**src/rtl/param_req_seq.sv**
```systemverilog
// param_req_seq: FIFO-buffered read/write command sequencer driving the downstream port block.
// Define PARAM_REQ_SEQ_TIMEOUT_EN to build the read timeout counter and rsp_error path.
module param_req_seq #(
  parameter int DATA_WIDTH = 8,
  parameter int ADDR_WIDTH = 4,
  parameter int FIFO_DEPTH = 4,
  parameter int TIMEOUT    = 15
) (
  input  logic                  clk,
  input  logic                  rst_n,
  input  logic                  cmd_valid,
  output logic                  cmd_ready,
  input  logic                  cmd_write,
  input  logic [ADDR_WIDTH-1:0] cmd_addr,
  input  logic [DATA_WIDTH-1:0] cmd_wdata,
  output logic                  rsp_valid,
  input  logic                  rsp_ready,
  output logic [DATA_WIDTH-1:0] rsp_rdata,
  output logic                  rsp_error,
  output logic                  mem_write_en,
  output logic                  mem_read_en,
  output logic [ADDR_WIDTH-1:0] mem_addr,
  output logic [DATA_WIDTH-1:0] mem_data_in,
  input  logic [DATA_WIDTH-1:0] mem_data_out,
  input  logic                  mem_ready,
  output logic                  busy
);

  localparam int PTR_W = $clog2(FIFO_DEPTH);
  localparam int CNT_W = PTR_W + 1;
  localparam int ENT_W = 1 + ADDR_WIDTH + DATA_WIDTH;

  if (FIFO_DEPTH < 2 || (FIFO_DEPTH & (FIFO_DEPTH - 1)) != 0 || TIMEOUT < 1 || TIMEOUT > 255) begin : g_bad_param
    $error("param_req_seq: illegal FIFO_DEPTH or TIMEOUT");
  end

  typedef enum logic [1:0] {
    ST_IDLE  = 2'd0,
    ST_ISSUE = 2'd1,
    ST_WAIT  = 2'd2,
    ST_RESP  = 2'd3
  } state_t;

  logic [ENT_W-1:0]      fifo_mem_r [FIFO_DEPTH];
  logic [PTR_W-1:0]      wr_ptr_r, rd_ptr_r;
  logic [CNT_W-1:0]      count_r;
  logic                  full_s, empty_s, push_s, pop_s;
  logic [ENT_W-1:0]      head_s;
  logic                  head_write_s;
  logic [ADDR_WIDTH-1:0] head_addr_s;
  logic [DATA_WIDTH-1:0] head_data_s;

  state_t                state_r, state_nxt;
  logic                  mem_write_en_r, mem_write_en_nxt;
  logic                  mem_read_en_r, mem_read_en_nxt;
  logic [ADDR_WIDTH-1:0] mem_addr_r, mem_addr_nxt;
  logic [DATA_WIDTH-1:0] mem_data_in_r, mem_data_in_nxt;
  logic                  rsp_valid_r, rsp_valid_nxt;
  logic [DATA_WIDTH-1:0] rsp_rdata_r, rsp_rdata_nxt;
`ifdef PARAM_REQ_SEQ_TIMEOUT_EN
  localparam logic [7:0] TMO_C = 8'(TIMEOUT);
  logic                  rsp_error_r, rsp_error_nxt;
  logic [7:0]            tmo_cnt_r, tmo_cnt_nxt;
`endif

  assign full_s       = (count_r == CNT_W'(FIFO_DEPTH));
  assign empty_s      = (count_r == {CNT_W{1'b0}});
  assign push_s       = cmd_valid && !full_s;
  assign head_s       = fifo_mem_r[rd_ptr_r];
  assign head_write_s = head_s[ENT_W-1];
  assign head_addr_s  = head_s[DATA_WIDTH +: ADDR_WIDTH];
  assign head_data_s  = head_s[DATA_WIDTH-1:0];

  // Command FIFO storage, pointers and occupancy
  always_ff @(posedge clk or negedge rst_n) begin
    if (!rst_n) begin
      for (int i = 0; i < FIFO_DEPTH; i++) fifo_mem_r[i] <= {ENT_W{1'b0}};
      wr_ptr_r <= {PTR_W{1'b0}};
      rd_ptr_r <= {PTR_W{1'b0}};
      count_r  <= {CNT_W{1'b0}};
    end else begin
      if (push_s) begin
        fifo_mem_r[wr_ptr_r] <= {cmd_write, cmd_addr, cmd_wdata};
        wr_ptr_r             <= wr_ptr_r + PTR_W'(1);
      end
      if (pop_s) rd_ptr_r <= rd_ptr_r + PTR_W'(1);
      case ({push_s, pop_s})
        2'b10:   count_r <= count_r + CNT_W'(1);
        2'b01:   count_r <= count_r - CNT_W'(1);
        default: count_r <= count_r;
      endcase
    end
  end

  // Next state, strobes and response values; a pop loads the head command into the issue registers
  always_comb begin
    state_nxt        = state_r;
    pop_s            = 1'b0;
    mem_write_en_nxt = 1'b0;
    mem_read_en_nxt  = 1'b0;
    mem_addr_nxt     = mem_addr_r;
    mem_data_in_nxt  = mem_data_in_r;
    rsp_valid_nxt    = rsp_valid_r;
    rsp_rdata_nxt    = rsp_rdata_r;
`ifdef PARAM_REQ_SEQ_TIMEOUT_EN
    rsp_error_nxt    = rsp_error_r;
    tmo_cnt_nxt      = tmo_cnt_r;
`endif
    case (state_r)
      ST_IDLE: begin
        if (!empty_s) begin
          pop_s     = 1'b1;
          state_nxt = ST_ISSUE;
        end else begin
          state_nxt = ST_IDLE;
        end
      end
      ST_ISSUE: begin
        if (mem_write_en_r) begin
          if (!empty_s) begin
            pop_s     = 1'b1;
            state_nxt = ST_ISSUE;
          end else begin
            state_nxt = ST_IDLE;
          end
        end else begin
          state_nxt = ST_WAIT;
`ifdef PARAM_REQ_SEQ_TIMEOUT_EN
          tmo_cnt_nxt = 8'd0;
`endif
        end
      end
      ST_WAIT: begin
        if (mem_ready) begin
          rsp_rdata_nxt = mem_data_out;
          rsp_valid_nxt = 1'b1;
          state_nxt     = ST_RESP;
`ifdef PARAM_REQ_SEQ_TIMEOUT_EN
          rsp_error_nxt = 1'b0;
`endif
        end else begin
`ifdef PARAM_REQ_SEQ_TIMEOUT_EN
          tmo_cnt_nxt = tmo_cnt_r + 8'd1;
          if (tmo_cnt_r + 8'd1 == TMO_C) begin
            rsp_rdata_nxt = {DATA_WIDTH{1'b0}};
            rsp_error_nxt = 1'b1;
            rsp_valid_nxt = 1'b1;
            state_nxt     = ST_RESP;
          end else begin
            state_nxt = ST_WAIT;
          end
`else
          state_nxt = ST_WAIT;
`endif
        end
      end
      ST_RESP: begin
        if (rsp_ready) begin
          rsp_valid_nxt = 1'b0;
          if (!empty_s) begin
            pop_s     = 1'b1;
            state_nxt = ST_ISSUE;
          end else begin
            state_nxt = ST_IDLE;
          end
        end else begin
          rsp_valid_nxt = 1'b1;
        end
      end
      default: state_nxt = ST_IDLE;
    endcase
    if (pop_s) begin
      mem_addr_nxt     = head_addr_s;
      mem_write_en_nxt = head_write_s;
      mem_read_en_nxt  = !head_write_s;
      mem_data_in_nxt  = head_write_s ? head_data_s : mem_data_in_r;
    end else begin
      mem_addr_nxt = mem_addr_nxt;
    end
  end

  // State and registered output stage
  always_ff @(posedge clk or negedge rst_n) begin
    if (!rst_n) begin
      state_r        <= ST_IDLE;
      mem_write_en_r <= 1'b0;
      mem_read_en_r  <= 1'b0;
      mem_addr_r     <= {ADDR_WIDTH{1'b0}};
      mem_data_in_r  <= {DATA_WIDTH{1'b0}};
      rsp_valid_r    <= 1'b0;
      rsp_rdata_r    <= {DATA_WIDTH{1'b0}};
`ifdef PARAM_REQ_SEQ_TIMEOUT_EN
      rsp_error_r    <= 1'b0;
      tmo_cnt_r      <= 8'd0;
`endif
    end else begin
      state_r        <= state_nxt;
      mem_write_en_r <= mem_write_en_nxt;
      mem_read_en_r  <= mem_read_en_nxt;
      mem_addr_r     <= mem_addr_nxt;
      mem_data_in_r  <= mem_data_in_nxt;
      rsp_valid_r    <= rsp_valid_nxt;
      rsp_rdata_r    <= rsp_rdata_nxt;
`ifdef PARAM_REQ_SEQ_TIMEOUT_EN
      rsp_error_r    <= rsp_error_nxt;
      tmo_cnt_r      <= tmo_cnt_nxt;
`endif
    end
  end

  assign cmd_ready    = !full_s;
  assign busy         = !empty_s || (state_r != ST_IDLE);
  assign mem_write_en = mem_write_en_r;
  assign mem_read_en  = mem_read_en_r;
  assign mem_addr     = mem_addr_r;
  assign mem_data_in  = mem_data_in_r;
  assign rsp_valid    = rsp_valid_r;
  assign rsp_rdata    = rsp_rdata_r;
`ifdef PARAM_REQ_SEQ_TIMEOUT_EN
  assign rsp_error    = rsp_error_r;
`else
  assign rsp_error    = 1'b0;
`endif

endmodule
```
**config.mk**
```make
export PLATFORM = sky130hd
export DESIGN_NAME = param_req_seq
export DESIGN_NICKNAME = d
export VERILOG_FILES = /design/src/rtl/param_req_seq.sv
export SDC_FILE = /design/constraint.sdc
export NUM_CORES = 1
export LEC_CHECK = 0
export ABC_AREA = 1
export ABC_CLOCK_PERIOD_IN_PS = 6900
export CAP_MARGIN = 20
export CORE_ASPECT_RATIO = 0.8
export CORE_MARGIN = 5
export CORE_UTILIZATION = 40
export CTS_BUF_LIST = sky130_fd_sc_hd__clkbuf_2
export DETAILED_ROUTE_END_ITERATION = 7
export MAX_ROUTING_LAYER = met4
export SETUP_SLACK_MARGIN = 0.05
export SLEW_MARGIN = 30
export SYNTH_ARGS = -nofsm -noshare
export SYNTH_HDL_FRONTEND = slang
export SYNTH_SLANG_ARGS = --single-unit
```
**constraint.sdc**
```tcl
create_clock -name clk -period 6.9 [get_ports clk]
set_clock_uncertainty 0.15 [all_clocks]
set_input_delay 1.035 -clock clk [delete_from_list [all_inputs] [get_ports clk]]
set_output_delay 1.035 -clock clk [all_outputs]
set_load 0.1 [all_outputs]
```
==> flow_summary.yaml, run 1 <==
final_layout:
  layout_common_cells: "176 x nand2_1, 84 x dfrtp_1, 61 x inv_1"
  nets: 558
  post_route_cells_drive_above_1_share: 0.09677
  final_common_cell: "nand2_1"
  area_growth_pct: 15.18
  postLayoutCoreUtil: 0.4674
  antenna_cells: 0
placed_design:
  finalWeightedCongestion: 0.7962
  post-dp-hpwl_mm: 5.880
  io_buffers: 50
clocking:
  ctsHoldBuffers: 0
  cts_root_buf: "clkbuf_2"
  insertion_delay_ps: 570
  ctsResizeCount: 0
  clk_path_buf_depth: 2
  clk_pin_slew_ps: 250
  cts_buffers: 9
  clock-sinks: 84
  cts_setup_buffers: 0
  cts_tree: "done"
  htreeDepth: 3
critical_path:
  cp.required_ps: 5710
  criticalPathCategory: "flip-flop to primary output"
  crit_slowest_cell: "clkdlybuf4s50_1"
  max_stage_delay_ps: 1130
  worstSetupEndpointType: "primary output"
  crit_path_max_fanout: 3
  startpoint_type: "flip-flop"
  crit_arrival_ps: 2550
  path_cells: "inv_1 > ha_1 > nand3_1 > clkdlybuf4s50_1"
global_routing:
  overflow: 0
  grt_max_degree: 85
  antenna_found_initial: 0
  grt_use_total: 0.1587
  grt_pass1_wl_mm: 14.87
  grt_pass1_vias: 3018
synthesis:
  yosys_most_used_dff: "dfrtp_1"
  synth-async-reset-ratio: 1.000
  synth.distinct_cells: 30
  synth.area.top_cells: "dfrtp_1 51%, nand2_1 16%, inv_1 5.6%"
  syn_avg_cell_area_um2: 8.622
  yosys.area.top_type: "dfrtp_1"
  synth-edff-count: 0
  ys.warnings.count: 0
  synthCells: 478
  syn_area_um2: 4121
  synth-seq-cells: 84
  netlist.area_leader.share: 0.5100
  ys_seq_area_frac: 0.5100
  synth_fp_nets: 514
routing:
  drtAntennaViolNets: 0
  wl_per_cell_um: 13.21
  drtIter0Drc: 188
  drc: 0
  vias: 3095
  vias_per_cell: 4.640
  wirelength_mm: 8.811
  first_pass_iters: 4
sta:
  fin_setup_tns_ps: 0
  drv_slew: 0
  period_minus_slack_ps: 3732
  rsz0062_at_grt: "no"
  setup_viol: 0
  tightest_slew_ps: 995.4
  fin_crit_sh: 0.5409
  fmax_ghz: 0.2679
  max_slew_margin: 0.3343
  hold_violations: 0
floorplan:
  ios: 52
  initial_core_util: 0.4058
  die_area_um2: 12450
  core-area_um2: 10160
  rows: 33
  die_w_um: 123.5
  die_h_um: 100.8
min_path:
  holdCritPathClass: "input pin to async pin"
job:
  maxCapViolCount: 0
run_status:
  status: "completed"
==> logic make-up after synthesis <==
group / share of synthesized area
compound gates: 0.1117
xor+xnor: 0.008502
fa+ha+maj: 0.03218
other cells: 0.0009099
buf+inv: 0.09897
simple gates: 0.2377
flops: 0.5100
==> sequential cells by signal, indices dropped and copies added, names as in the netlist, 2 cells and up <==
signal / count
count_r: 3
fifo_mem_r: 52
mem_addr: 4
mem_data_in: 8
rd_ptr_r: 2
rsp_rdata: 8
state_r: 2
wr_ptr_r: 2
==> path summary, 6_finish.rpt <==
path                       depth (start not counted)  slack (ps)        endpoint          from
min in group clk                                   2         360    rsp_rdata[5]  rsp_rdata[5]
min reg2reg                                        2         360    rsp_rdata[5]  rsp_rdata[5]
max in group asynchronous                          1        5730  fifo_mem_r[12]         rst_n
max                                                4        3170            busy    state_r[0]
min                                                1         340      state_r[0]         rst_n
max reg2reg                                       11        4350      count_r[2]    state_r[0]
==> through the flow <==
step	hold slack, ps	setup WS, ps	cell area [um^2]	cells
after detailed placement	311.8	3593	4642	651
after floorplan	307.3	4151	4121	478
after global routing	336.5	3018	4747	667
after CTS	343.2	3131	4747	667
after global placement	309.4	3633	4638	651
final	337.5	3168	4747	667
==> synth_stat cells (5+ instances only) <==
| cell type | count |
|---|---|
| a21oi_1 | 7 |
| o21ai_1 | 24 |
| buf_6 | 9 |
| o21ai_0 | 16 |
| inv_1 | 61 |
| nand2_1 | 176 |
| ha_1 | 9 |
| nand3_1 | 29 |
| nor2_1 | 5 |
| buf_2 | 5 |
| o211ai_1 | 5 |
| dfrtp_1 | 84 |
| o21ai_2 | 20 |
==> worst max-delay path: cells and delay by family, from the launching register on <==
| kind | cells | cell delay (ps) |
|---|---|---|
| adders and majority gates | 1 | 230 |
| DFF | 1 | 450 |
| and+or+nand+nor | 1 | 90 |
| buffers and inverters | 2 | 1220 |
==> routing by layer <==
layer  vias up  share of wire  GRT usage
li1       1573              -          -
met5         -              0          -
met2        51           0.47     0.2393
met3         8          0.043    0.04938
met1      1463           0.47     0.2101
met4         0         0.0093    0.03830
==> layout make-up <==
cell class	count	area (um^2)
sequential	84	2102
inverter	65	244.0
fill	1018	5410
timing repair buffer	51	509.2
clock buffer	10	50.05
multi-input combinational	311	1612
clock inverter	6	55.05
tap	140	175.2
Power of run 1 is left out: the tool's default activity adds up to more than one toggle a clock period on the data nets, which glitch-free logic cannot reach.
==> run 2: changes to the inputs <==
- ABC_CLOCK_PERIOD_IN_PS: 6900 -> 3600
- clock period: 6.9 -> 3.6 ns (I/O delays scaled with it)
==> run 2 against run 1 <==
Against the previous run: wire length is essentially flat; sequential cell count is the same; die area is the same; cell count grew 0.30%; register-to-register slack lost 3300 ps; worst setup slack lost 2400 ps; clock-buffer cell count is the same; critical path depth shrank 3; via count grew 0.52%; first-iteration DRC count shrank 24%; final area grew 0.32%; largest cell class unchanged; highest routed layer unchanged.
==> flow_summary.yaml, run 2 (synthesis gave the netlist of run 1 again) <==
run_status:
  status: "completed"
placed_design:
  post-dp-hpwl_mm: 6.103
  io_buffers: 50
  placed_cell_area_um2: 4648
  finalWeightedCongestion: 0.8103
sta:
  fin_crit_sh: 0.7856
  holdWs_ps: 336.6
  period_minus_slack_ps: 2828
  setup_viol: 0
  tightest_slew_ps: 998.8
  fin_setup_tns_ps: 0
  max_slew_margin: 0.3320
  hold_violations: 0
  fmax_ghz: 0.3536
  rsz0062_at_grt: "no"
  drv_slew: 0
floorplan:
  ios: 52
  core-area_um2: 10160
  die_area_um2: 12450
  die_h_um: 100.8
  rows: 33
  die_w_um: 123.5
  initial_core_util: 0.4058
clocking:
  insertion_delay_ps: 550
  clock-sinks: 84
  cts_buffers: 9
  clk_path_buf_depth: 2
  cts_root_buf: "clkbuf_2"
  cts_tree: "done"
  htreeDepth: 3
  clk_pin_slew_ps: 220
  cts_setup_buffers: 0
critical_path:
  crit_arrival_ps: 2140
  max_stage_delay_ps: 1150
  cp_num_cells: 1
  criticalPathCategory: "flip-flop to primary output"
  reg2regPathDepth: 12
  crit_slowest_cell: "clkdlybuf4s50_1"
  path_cells: "clkdlybuf4s50_1"
  crit_buf_inv: 1
  cp.required_ps: 2910
  reg2reg_slack_ps: 1060
  crit_path_max_fanout: 3
  worstSetupEndpointType: "primary output"
  cp_top_family: "buffers and inverters"
  startpoint_type: "flip-flop"
global_routing:
  grt_pass1_vias: 3159
  overflow: 0
  grt_pass1_wl_mm: 15.12
  grt_use_total: 0.1609
  grt_max_degree: 65
  antenna_found_initial: 0
final_layout:
  fillers: 1056
  nets: 561
  layout_common_cells: "176 x nand2_1, 84 x dfrtp_1, 61 x inv_1"
  multi_input_area_um2: 1612
  post_route_cells_drive_above_1_share: 0.1059
  antenna_cells: 0
  fin_area_um2: 4762
  largest_register_ffs: 52
  postLayoutCoreUtil: 0.4688
  area_growth_pct: 15.54
  regArea_um2: 2102
  regMostFlops: "fifo_mem_r"
  final_common_cell: "nand2_1"
min_path:
  min_delay_path_depth: 3
  holdCritPathClass: "input pin to flip-flop"
routing:
  vias_per_cell: 4.650
  drtIter0Drc: 142
  wl_per_cell_um: 13.18
  drtAntennaViolNets: 0
  wirelength_mm: 8.819
  vias: 3111
  first_pass_iters: 4
  drc: 0
job:
  maxCapViolCount: 0
-- run 2: cell types whose count changed in the layout (fill, tap and decap cells not counted), sizes merged --
cell	previous run	this run
buf	2	6
clkdlybuf4s50	49	47
clkinvlp	1	0
dlygate4sd3	0	1
-- run 2: layout make-up --
cell class / count / area share
clock buffer: 10 / 0.01051
clock inverter: 5 / 0.01130
inverter: 65 / 0.05123
multi-input combinational: 311 / 0.3384
sequential: 84 / 0.4414
tap: 140 / 0.03678
timing repair buffer: 54 / 0.1104
-- run 2: worst min-delay path, stage by stage --
cell	delay [ps]
clkdlybuf4s50_1	390
nand2_1	60
nand2_1	40
-- run 2: metal layers --
metal / vias to the layer above / global-route usage / share of wire
met5: - / - / 0
met4: 0 / 0.04851 / 0.013
met3: 10 / 0.04265 / 0.033
met2: 32 / 0.2581 / 0.49
met1: 1500 / 0.2001 / 0.46
li1: 1569 / - / -
-- run 2: path summary, 6_finish.rpt --
check,startpoint,end
worst max-delay path,mem_write_en,mem_write_en
worst min-delay path,mem_data_out[1],rsp_rdata[1]
min in group asynchronous,rst_n,fifo_mem_r[2]
worst min register to register,mem_data_in[7],mem_data_in[7]
worst max register to register,state_r[1],count_r[2]
max in group asynchronous,rst_n,fifo_mem_r[48]
-- run 2: timing repair --
item                      4_1_cts  5_1_grt
hold endpoints to repair       62        0
gates resized for setup         0        0
hold buffers                    1        0
-- run 2: metrics by stage --
stage | setup slack [ps] | instances
2_1_floorplan | 850.6 | 478
3_3_place_gp | 829.1 | 653
3_5_place_dp | 769.1 | 653
4_1_cts | 692.0 | 669
5_1_grt | 671.9 | 669
6_report | 771.7 | 669
Power of run 2 is left out for the same reason.
==> run 3: changes to the inputs <==
- ABC_CLOCK_PERIOD_IN_PS: 3600 -> 2700
- clock period: 3.6 -> 2.7 ns (I/O delays scaled with it)
==> run 3 against run 2 <==
Against the previous run: first-iteration DRC count increased by 39%; critical path depth is 11 higher; worst setup slack worse by 400 ps; sequential cell count unchanged; final area down 0.68%; die area stayed put; register-to-register slack worse by 690 ps; sequential share of layout area up 0.33 points; clock-buffer cell count increased by 2; global-route usage up 0.32 points.
==> flow_summary.yaml, run 3 (synthesis gave the netlist of run 1 again) <==
critical_path:
  crit_path_max_fanout: 3
  reg2reg_slack_ps: 370
  startpoint_type: "flip-flop"
  criticalPathCategory: "flip-flop to flip-flop"
  crit_arrival_ps: 2630
  worstSetupEndpointType: "flip-flop"
  crit_slowest_cell: "dfrtp_1"
  max_stage_delay_ps: 450
  path_cells: "inv_1 > ha_1 > nand2_1 > nor2_1 > nor2_1 > nor2_8 > ha_1 > inv_1 > fa_1 > a21oi_1 > o21ai_0 > xor2_1"
  cp.required_ps: 3000
final_layout:
  nets: 563
  final_common_cell: "nand2_1"
  post_route_cells_drive_above_1_share: 0.1544
  layout_common_cells: "176 x nand2_1, 83 x dfrtp_1, 61 x inv_1"
  multi_input_area_um2: 1612
  regArea_um2: 2103
  fillers: 1042
  antenna_cells: 0
  regMostFlops: "fifo_mem_r"
  area_growth_pct: 14.75
  largest_register_ffs: 52
floorplan:
  core-area_um2: 10160
  die_area_um2: 12450
  ios: 52
  rows: 33
  die_w_um: 123.5
  die_h_um: 100.8
  initial_core_util: 0.4058
sta:
  max_slew_margin: 0.6249
  rsz0062_at_grt: "no"
  fmax_ghz: 0.4291
  setup_viol: 0
  drv_slew: 0
  tightest_slew_ps: 561.3
  fin_crit_sh: 0.8632
  fin_setup_tns_ps: 0
  holdWs_ps: 165.8
  hold_violations: 0
  period_minus_slack_ps: 2331
global_routing:
  grt_pass1_wl_mm: 15.36
  grt_pass1_vias: 3034
  antenna_found_initial: 0
  overflow: 0
  grt_max_degree: 39
  grt_use_total: 0.1641
placed_design:
  finalWeightedCongestion: 0.7406
  post-dp-hpwl_mm: 6.356
  io_buffers: 50
clocking:
  insertion_delay_ps: 540
  clk_pin_slew_ps: 230
  clk_path_buf_depth: 2
  cts_buffers: 9
  cts_tree: "done"
  htreeDepth: 3
  ctsResizeCount: 0
  clock-sinks: 84
  cts_root_buf: "clkbuf_2"
min_path:
  holdCritPathClass: "input pin to async pin"
routing:
  wl_per_cell_um: 13.56
  vias_per_cell: 4.624
  wirelength_mm: 9.101
  drtIter0Drc: 198
  first_pass_iters: 4
  drc: 0
  vias: 3103
  drtAntennaViolNets: 0
run_status:
  status: "completed"
job:
  maxCapViolCount: 0
-- run 3: final cells by class --
type | instances | area share
flip-flops and latches | 84 | 0.4447
well taps | 140 | 0.03704
inverters | 65 | 0.05159
multi-input cells | 311 | 0.3407
repair buffers | 56 | 0.1048
clock buffers | 12 | 0.01270
clock inverters | 3 | 0.008466
-- run 3: worst max-delay path, delay by kind of cell (launching register included) --
family	cells	cell delay [ps]
xor gates and xnor gates	1	160
and+or+nand+nor	4	340
DFF	1	450
AOI/OAI and AO/OA	2	270
buffers and inverters	2	170
adders and majority gates	3	700
-- run 3: metal layers --
layer  wire length, um  global-route usage
met5                 0                   -
met4                85             0.03745
met3               322             0.04882
met2              4333              0.2473
met1              4360              0.2197
-- run 3: worst paths after layout --
kind,from,to,cells past startpoint
max in group asynchronous,rst_n,mem_addr[0],3
hold / removal,rst_n,fifo_mem_r[49],2
setup reg to reg,state_r[1],count_r[2],12
hold reg to reg,mem_data_in[1],mem_data_in[1],2
setup / recovery,state_r[1],count_r[2],12
min in group clk,mem_data_out[6],rsp_rdata[6],3
-- run 3: timing repair --
| action | in CTS | in global routing |
|---|---|---|
| buffers inserted | 0 | 0 |
| hold buffers | 1 | 0 |
| endpoints found under the hold margin | 41 | 0 |
-- run 3: stage by stage --
step | setup slack [ps] | util | instances | area, um^2
global route | 126.4 | 0.4656 | 671 | 4730
finish | 369.3 | 0.4656 | 671 | 4730
detailed placement | 228.3 | 0.4548 | 655 | 4619
global placement | 271.9 | 0.4548 | 655 | 4619
CTS | 376.5 | 0.4656 | 671 | 4730
floorplan | 238.1 | - | 478 | 4123
Power of run 3 is left out for the same reason.
